File: src/rtl/fa_bist_pkg.sv
// Shared definitions for the full-adder BIST engine.
//   state_t     : controller state encoding (IDLE / RUN / DONE)
//   NUM_VECTORS : number of exhaustive input vectors {a,b,cin}
//   VEC_W       : width of one stimulus vector
package fa_bist_pkg;

  typedef enum logic [1:0] {
    IDLE = 2'd0,
    RUN  = 2'd1,
    DONE = 2'd2
  } state_t;

  localparam int NUM_VECTORS = 8;
  localparam int VEC_W       = 3;

endpackage

File: src/rtl/fa_golden.sv
// Combinational reference full adder used as the BIST golden model.
// Ports:
//   a, b, cin : vector bits under test
//   s_exp     : expected sum   (a ^ b ^ cin)
//   c_exp     : expected carry (majority of a, b, cin)
module fa_golden (
  input  logic a,
  input  logic b,
  input  logic cin,
  output logic s_exp,
  output logic c_exp
);

  assign s_exp = a ^ b ^ cin;
  assign c_exp = (a & b) | (a & cin) | (b & cin);

endmodule

File: src/rtl/fa_bist.sv
// Built-in self-test engine for a one-bit full adder. Applies the 8 vectors
// {a,b,cin} = 000..111 in ascending order, holds each for SETTLE+1 cycles,
// samples s/c on the last cycle of each vector and compares against the
// golden model.
// Parameters:
//   SETTLE         : extra hold cycles per vector before sampling (0..15)
// Ports:
//   clk, rst       : rising-edge clock, synchronous active-high reset
//   start          : run request, honoured only in IDLE or DONE
//   s, c           : outputs of the adder under test
//   a, b, cin      : registered stimulus to the adder (000 when not running)
//   busy           : high while vectors are being applied
//   done           : one-cycle pulse on run completion
//   pass           : high after a run with zero mismatches, held until start
//   err_count      : number of mismatching vectors in current/last run
//   fail_valid     : at least one mismatch in this run
//   first_fail_vec : {a,b,cin} of the first mismatch
module fa_bist
  import fa_bist_pkg::*;
#(
  parameter int SETTLE = 0
) (
  input  logic       clk,
  input  logic       rst,
  input  logic       start,
  input  logic       s,
  input  logic       c,
  output logic       a,
  output logic       b,
  output logic       cin,
  output logic       busy,
  output logic       done,
  output logic       pass,
  output logic [3:0] err_count,
  output logic       fail_valid,
  output logic [2:0] first_fail_vec
);

  localparam logic [3:0]       SETTLE_CNT = 4'(SETTLE);
  localparam logic [VEC_W-1:0] LAST_VEC   = VEC_W'(NUM_VECTORS - 1);

  state_t           state_q, state_d;
  logic [VEC_W-1:0] vec_q, vec_d;
  logic [3:0]       settle_q, settle_d;
  logic [3:0]       err_q, err_d;
  logic             fv_q, fv_d;
  logic [VEC_W-1:0] ffv_q, ffv_d;
  logic             pass_q, pass_d;
  logic             done_q, done_d;

  logic s_exp, c_exp;
  logic sample, last_vec, mismatch;

  fa_golden u_golden (
    .a     (vec_q[2]),
    .b     (vec_q[1]),
    .cin   (vec_q[0]),
    .s_exp (s_exp),
    .c_exp (c_exp)
  );

  assign sample   = (state_q == RUN) && (settle_q == SETTLE_CNT);
  assign last_vec = (vec_q == LAST_VEC);
  // Case-inequality so an X/Z from the adder is scored as a mismatch in
  // simulation; synthesis reduces this to an ordinary compare.
  assign mismatch = ({s, c} !== {s_exp, c_exp});

  // State register and result registers
  always_ff @(posedge clk) begin
    if (rst) begin
      state_q  <= IDLE;
      vec_q    <= '0;
      settle_q <= '0;
      err_q    <= '0;
      fv_q     <= 1'b0;
      ffv_q    <= '0;
      pass_q   <= 1'b0;
      done_q   <= 1'b0;
    end else begin
      state_q  <= state_d;
      vec_q    <= vec_d;
      settle_q <= settle_d;
      err_q    <= err_d;
      fv_q     <= fv_d;
      ffv_q    <= ffv_d;
      pass_q   <= pass_d;
      done_q   <= done_d;
    end
  end

  // Next-state logic; start during RUN (including the final sample edge)
  // is deliberately ignored.
  always_comb begin
    state_d = state_q;
    unique case (state_q)
      IDLE, DONE: if (start) state_d = RUN;
      RUN:        if (sample && last_vec) state_d = DONE;
      default:    state_d = IDLE;
    endcase
  end

  // Vector/settle counters and result accumulation
  always_comb begin
    vec_d    = vec_q;
    settle_d = settle_q;
    err_d    = err_q;
    fv_d     = fv_q;
    ffv_d    = ffv_q;
    pass_d   = pass_q;
    done_d   = 1'b0;
    if (state_q != RUN) begin
      if (start) begin
        vec_d    = '0;
        settle_d = '0;
        err_d    = '0;
        fv_d     = 1'b0;
        ffv_d    = '0;
        pass_d   = 1'b0;
      end
    end else if (sample) begin
      if (mismatch) begin
        err_d = err_q + 4'd1;
        if (!fv_q) begin
          fv_d  = 1'b1;
          ffv_d = vec_q;
        end
      end
      settle_d = '0;
      if (last_vec) begin
        // vec returns to 000 so the stimulus outputs idle at zero in DONE
        vec_d  = '0;
        done_d = 1'b1;
        pass_d = (err_d == 4'd0);
      end else begin
        vec_d = vec_q + 1'b1;
      end
    end else begin
      settle_d = settle_q + 4'd1;
    end
  end

  // Outputs
  always_comb begin
    busy           = (state_q == RUN);
    a              = vec_q[2];
    b              = vec_q[1];
    cin            = vec_q[0];
    done           = done_q;
    pass           = pass_q;
    err_count      = err_q;
    fail_valid     = fv_q;
    first_fail_vec = ffv_q;
  end

endmodule

File: config.mk
export PLATFORM = sky130hd
export DESIGN_NAME = fa_bist
export DESIGN_NICKNAME = d
export VERILOG_FILES = /design/src/rtl/fa_bist_pkg.sv /design/src/rtl/fa_golden.sv /design/src/rtl/fa_bist.sv
export SDC_FILE = /design/constraint.sdc
export NUM_CORES = 1
export LEC_CHECK = 0
export BUFFER_PORTS_ARGS = -buffer_cell sky130_fd_sc_hd__buf_2
export CAP_MARGIN = 20
export CELL_PAD_IN_SITES_DETAIL_PLACEMENT = 0
export CELL_PAD_IN_SITES_GLOBAL_PLACEMENT = 1
export CORE_MARGIN = 1
export CORE_UTILIZATION = 43
export CTS_CLUSTER_DIAMETER = 80
export DETAILED_ROUTE_END_ITERATION = 16
export PLACE_DENSITY = 0.81
export SYNTH_ARGS = -nofsm -noshare
export SYNTH_HDL_FRONTEND = slang
export SYNTH_HIERARCHICAL = 1
export SYNTH_SLANG_ARGS = --single-unit
File: constraint.sdc
create_clock -name clk -period 2.95 [get_ports clk]
set_clock_uncertainty 0.1 [all_clocks]
set_input_delay 0.295 -clock clk [delete_from_list [all_inputs] [get_ports clk]]
set_output_delay 0.295 -clock clk [all_outputs]
set_load 0.01 [all_outputs]
# Yosys cells after proc, flatten, opt, wreduce, memory -nomap -nowiden

Index checks and enable logic that the tools add are counted.

Logic and storage cells: 70
Input port bits: 5
Flip-flop bits (word level): 19
Output and inout port bits: 14

Reductions and logical operators: 15
Muxes and demuxes: 27
Bitwise logic cells: 8
Equality and inequality tests: 9
Add/sub/neg operators: 3

Operator list:

| cell                  | number |
|---|---|
| $mux W4               | 8 |
| $mux W3               | 8 |
| $add A4 B1 Y4 const B | 2 |
| $logic_not A4 Y1      | 2 |
| $mux W1               | 8 |
| $ne A2 B1 Y1 const B  | 3 |
| $reduce_and A3 Y1     | 2 |
| $reduce_bool A2 Y1    | 3 |
| $mux W2               | 2 |
| $ne A2 B2 Y1 const B  | 2 |
| $pmux W2 S2           | 1 |
| $reduce_and A2 Y1     | 2 |
| $reduce_and A4 Y1     | 1 |
| $add A3 B1 Y3 const B | 1 |
| $and A1 B1 Y1         | 3 |
| $eq A3 B3 Y1 const B  | 1 |
| $reduce_or A3 Y1      | 1 |
| $eq A2 B1 Y1 const B  | 1 |
| $eq A2 B2 Y1 const B  | 1 |
| $logic_and A1 B1 Y1   | 2 |
| $logic_not A2 Y1      | 1 |
| $nex A2 B2 Y1         | 1 |
| $or A1 B1 Y1          | 2 |
| $reduce_or A2 Y1      | 1 |
| 2 further kinds       | 3 |

# Logic depth before layout (Yosys ltp)

Word-level depth: 11
Mapped depth: 7
Depth with buffers taken out: 6

# Hierarchy

The synthesis kept the hierarchy.

By module, submodules not included:

| module    | cells an instance | sequential area each (um2) | area an instance (um2) | instances |
|---|---|---|---|---|
| fa_bist   | 110               | 380.4                      | 975.9                  | 1 |
| fa_golden | 1                 | 0.0                        | 20.0                   | 1 |

# Worst setup path before layout

OpenSTA, ideal clock, no wires.

Kind: register to register
Start point: reg vec_q[0]
End point: reg ffv_q[0], in the netlist first_fail_vec[0]
Stages on the path, launching flop included: 6
Setup time: 0.117 ns
Path slack: 0.962 ns
Clock period less this slack: 1.988 ns
Arrival time: 1.772 ns
Path buffers: 0
Cells stage by stage: dfxtp_1 -> fa_1 -> xnor2_1 -> nand2_1 -> and3_2 -> a22o_1

Elaborated cells on any way between the ends: 12
Those cells by class: eq/ne (1); mux (4); bitwise (5); reduce/logical (2)

RTL lines:

| element                      | RTL line        | text |
|---|---|---|
| from (decl)                  | fa_bist.sv:43   | `logic [VEC_W-1:0] vec_q, vec_d;` |
| from (signal assigned)       | fa_bist.sv:81   | `vec_q <= vec_d;` |
| $xor A1 B1 Y1                | fa_golden.sv:14 | `assign s_exp = a ^ b ^ cin;` |
| net s_exp                    | fa_bist.sv:51   | `logic s_exp, c_exp;` |
| $nex A2 B2 Y1                | fa_bist.sv:66   | `assign mismatch = ({s, c} !== {s_exp, c_exp});` |
| $reduce_bool A2 Y1 (no line) | --              |  |
| $reduce_and A4 Y1 (no line)  | --              |  |
| to (signal assigned)         | fa_bist.sv:85   | `ffv_q <= ffv_d;` |
| to (decl)                    | fa_bist.sv:47   | `logic [VEC_W-1:0] ffv_q, ffv_d;` |

The timed path passes the listed nets, and every way through them passes these cells. The select of a mux whose other input is x is not followed.
A chain may end at the register's enable or synchronous reset.

# Final worst setup path

Start point: reg vec_q[0]
End point: reg ffv_q[2], in the netlist first_fail_vec[2]

Same word-level chain as after synthesis.

==> results_dict.tcl <==
set metrics [dict create \
    worstSetupPathType "reg -> reg" \
    num-nets-final 141 \
    reg2regPathDepth 5 \
    slew_headroom 0.7108 \
    seq_area_um2 380.4 \
    ctsHoldBuffers 0 \
    synth_fa_ha_area_frac 0.08291 \
    synth_compound_area_frac 0.1985 \
    min_period_ns 2.156 \
    track_usage 0.1860 \
    drc 0 \
    avgSynthCellArea_um2 8.973 \
    r2r-start "vec_q[0]$_SDFFE_PP0P_" \
    synth_mux_area_frac 0.02010 \
    synth_common_cells "dfxtp_1, nor2_1, a21oi_1, o21ai_0" \
    hold_class "in -> reg" \
    vias 864 \
    synth_top_family_by_area "simple AND/OR/NAND/NOR gates" \
    synth_top_cell_by_area "dfxtp_1" \
    syn_to_final_growth_pct 12.56 \
    die_area_mm2 0.002513 \
    crit_path_start "vec_q[0]$_SDFFE_PP0P_" \
    drive_above_1_share 0.2171 \
    reg2reg_slack_ns 0.79 \
    setup_ws_ns 0.7938 \
    seq_area_frac_synth 0.3819 \
    firstDrtPassIters 4 \
    syn_inst 111 \
    synth-seq-cells 19 \
    tns_ns 0 \
    rows 17 \
    cts-buffers-inserted 3 \
    fin_crit_sh 0.7309 \
    arrival_ns 2.25 \
    cts_num_sinks 19 \
    clock.fmax_mhz 463.8 \
    max-cap-violations 0 \
    synth_edf_count 0 \
    grt_start_max_net_pins 20 \
    gp_congestion 0.7199 \
    yosys.area_share.simple 0.2249 \
    syn_nets 122 \
    powerDensity_mw_per_mm2 419.2 \
    finalSetupViolCount 0 \
    n_antenna_cell 0 \
    cts_setup_buffers 0 \
    p_clk_frac 0.278 \
    final.fill_count 209 \
    worstMarginPinSlew_ns 0.4217 \
    die_h_um 50.13 \
    endpoint_kind "flop" \
    ys_types 37 \
    status "complete, no violations" \
    hold_viol 0 \
    io_buffers 18 \
    insertion_delay_ns 0.29 \
    multi_input_area_um2 568.0 \
    viasPerCell 5.503 \
    ys.flop_type "dfxtp_1" \
    ant_nets 0 \
    path_clk_slew_ns 0.10 \
    startpoint_type "flop" \
    io_pins 19 \
    wl_per_cell_um 13.61 \
    cts_max_level 1 \
    rsz0062_at_grt "false" \
    setup.worst_path.end "first_fail_vec[2]$_SDFFE_PP0P_" \
    vdd_ir_drop_max_uv 234.6 \
    async_flop_share 0 \
    yosys_warnings 6 \
    dp_hpwl_mm 1.566 \
    leakagePower_nw 0.4908 \
    intPower_uw 340.2 \
    cts_tree "done" \
    yosys-top-cells-area "dfxtp_1, ha_1, a21oi_1, nor2_1, o21ai_0" \
    synth_area_um2 996.0 \
    required_ns 3.04 \
    p_comb_frac 0.151 \
    cts_root_buffer "clkbuf_4" \
    dp_slack_ns 0.8296 \
    drv_slew 0 \
    r2r_end "first_fail_vec[2]$_SDFFE_PP0P_" \
    seqPwrFrac 0.571 \
    p_total_uw 470.0 \
    clockBufferDepth 2 \
    drtIter0Drc 13 \
    grt_pass1_vias 828 \
    antenna_found_initial 0 \
    ctsResizeCount 0 \
    synth_most_common_cell "dfxtp_1" \
    swShare 0.2762 \
    grt_pass1_wl_mm 3.553 \
    die_w_um 50.13 \
    critPathMaxFanout 7 \
    synth_top_area_frac 0.3819 \
    core-area_mm2 0.002191 \
    initial_core_util 0.4546 \
    switchingPower_uw 129.8 \
    drt-total-wl_mm 2.136 \
    grt-ovfl-total 0 \
    synth-xor-area-share 0.04397 \
]
## layer usage
metal  routed length, um  up-vias  share of wire  GRT usage
met3                  91        2          0.043    0.04012
met1                1092      398           0.51     0.2477
met2                 939       20           0.44     0.2800
met4                  12        0         0.0056    0.09048
met5                   0        -              0          0
li1                    -      444              -          -
## critical path: stages (launching register included)
cell and delay, ns:
dfxtp_1 0.46, fa_1 0.50, xnor2_1 0.25, nand2_1 0.23, and3_2 0.29, a22o_1 0.23
## stage by stage
step | util | hold WS [ns] | instance area (um2) | cells
after floorplan | - | 0.3508 | 996.0 | 111
after global placement | 0.4997 | 0.3610 | 1095 | 153
after detailed placement | 0.4997 | 0.3597 | 1095 | 153
after CTS | 0.5117 | 0.2646 | 1121 | 157
after global routing | 0.5117 | 0.2748 | 1121 | 157
final | 0.5117 | 0.2703 | 1121 | 157
## worst min path at each step
stage	start	to	slack, ns	cells after the start
after global routing	rst	fail_valid$_SDFFE_PP0P_	0.27	2
after detailed placement	first_fail_vec[1]$_SDFFE_PP0P_	first_fail_vec[1]$_SDFFE_PP0P_	0.36	1
after floorplan	state_q[1]$_SDFFE_PP0P_	state_q[1]$_SDFFE_PP0P_	0.35	2
after CTS	rst	state_q[0]$_SDFFE_PP0P_	0.26	2
after global placement	state_q[1]$_SDFFE_PP0P_	state_q[1]$_SDFFE_PP0P_	0.36	2
final	rst	state_q[0]$_SDFFE_PP0P_	0.27	2
## cells by family (layout without fill, tap and decap cells)
logic type / Yosys count / in the layout
muxes: 2 / 2
DFF: 19 / 19
buffers and inverters: 9 / 27
and+or+nand+nor: 39 / 39
xor gates and xnor gates: 5 / 5
adders and majority gates: 6 / 6
AOI/OAI and AO/OA: 31 / 31
## flip-flops by register name, indices dropped and copies added (netlist names)
register,count
err_count,4
settle_q,4
first_fail_vec,3
vec_q,3
state_q,2
done,1
fail_valid,1
pass,1
## power by group through the flow
stage	registers [mW]	clock network (mW)	logic (mW)
final	0.268	0.130	0.0712
after floorplan	0.275	0	0.0527
after detailed placement	0.274	0	0.0712
after global placement	0.274	0	0.0704
after CTS	0.268	0.136	0.0713
after global routing	0.269	0.146	0.0794
## final cells by class
type / count / area share
inverter: 5 / 0.01897
clock buffer: 4 / 0.02344
multi-input combinational: 83 / 0.5067
tap: 28 / 0.03125
timing repair buffer: 18 / 0.08036
sequential: 19 / 0.3393
## cells in the final DEF, fill, tap and decap left out, types with 3 or more instances in the layout
| cell type | n |
|---|---|
| a21oi_1 | 10 |
| a22o_1 | 3 |
| a22oi_1 | 4 |
| buf_2 | 18 |
| clkbuf_4 | 3 |
| dfxtp_1 | 19 |
| ha_1 | 5 |
| inv_1 | 4 |
| nand2_1 | 5 |
| nand3b_1 | 3 |
| nor2_1 | 13 |
| o21ai_0 | 6 |
| xnor2_1 | 3 |
Power figures use the tool's default switching activity.
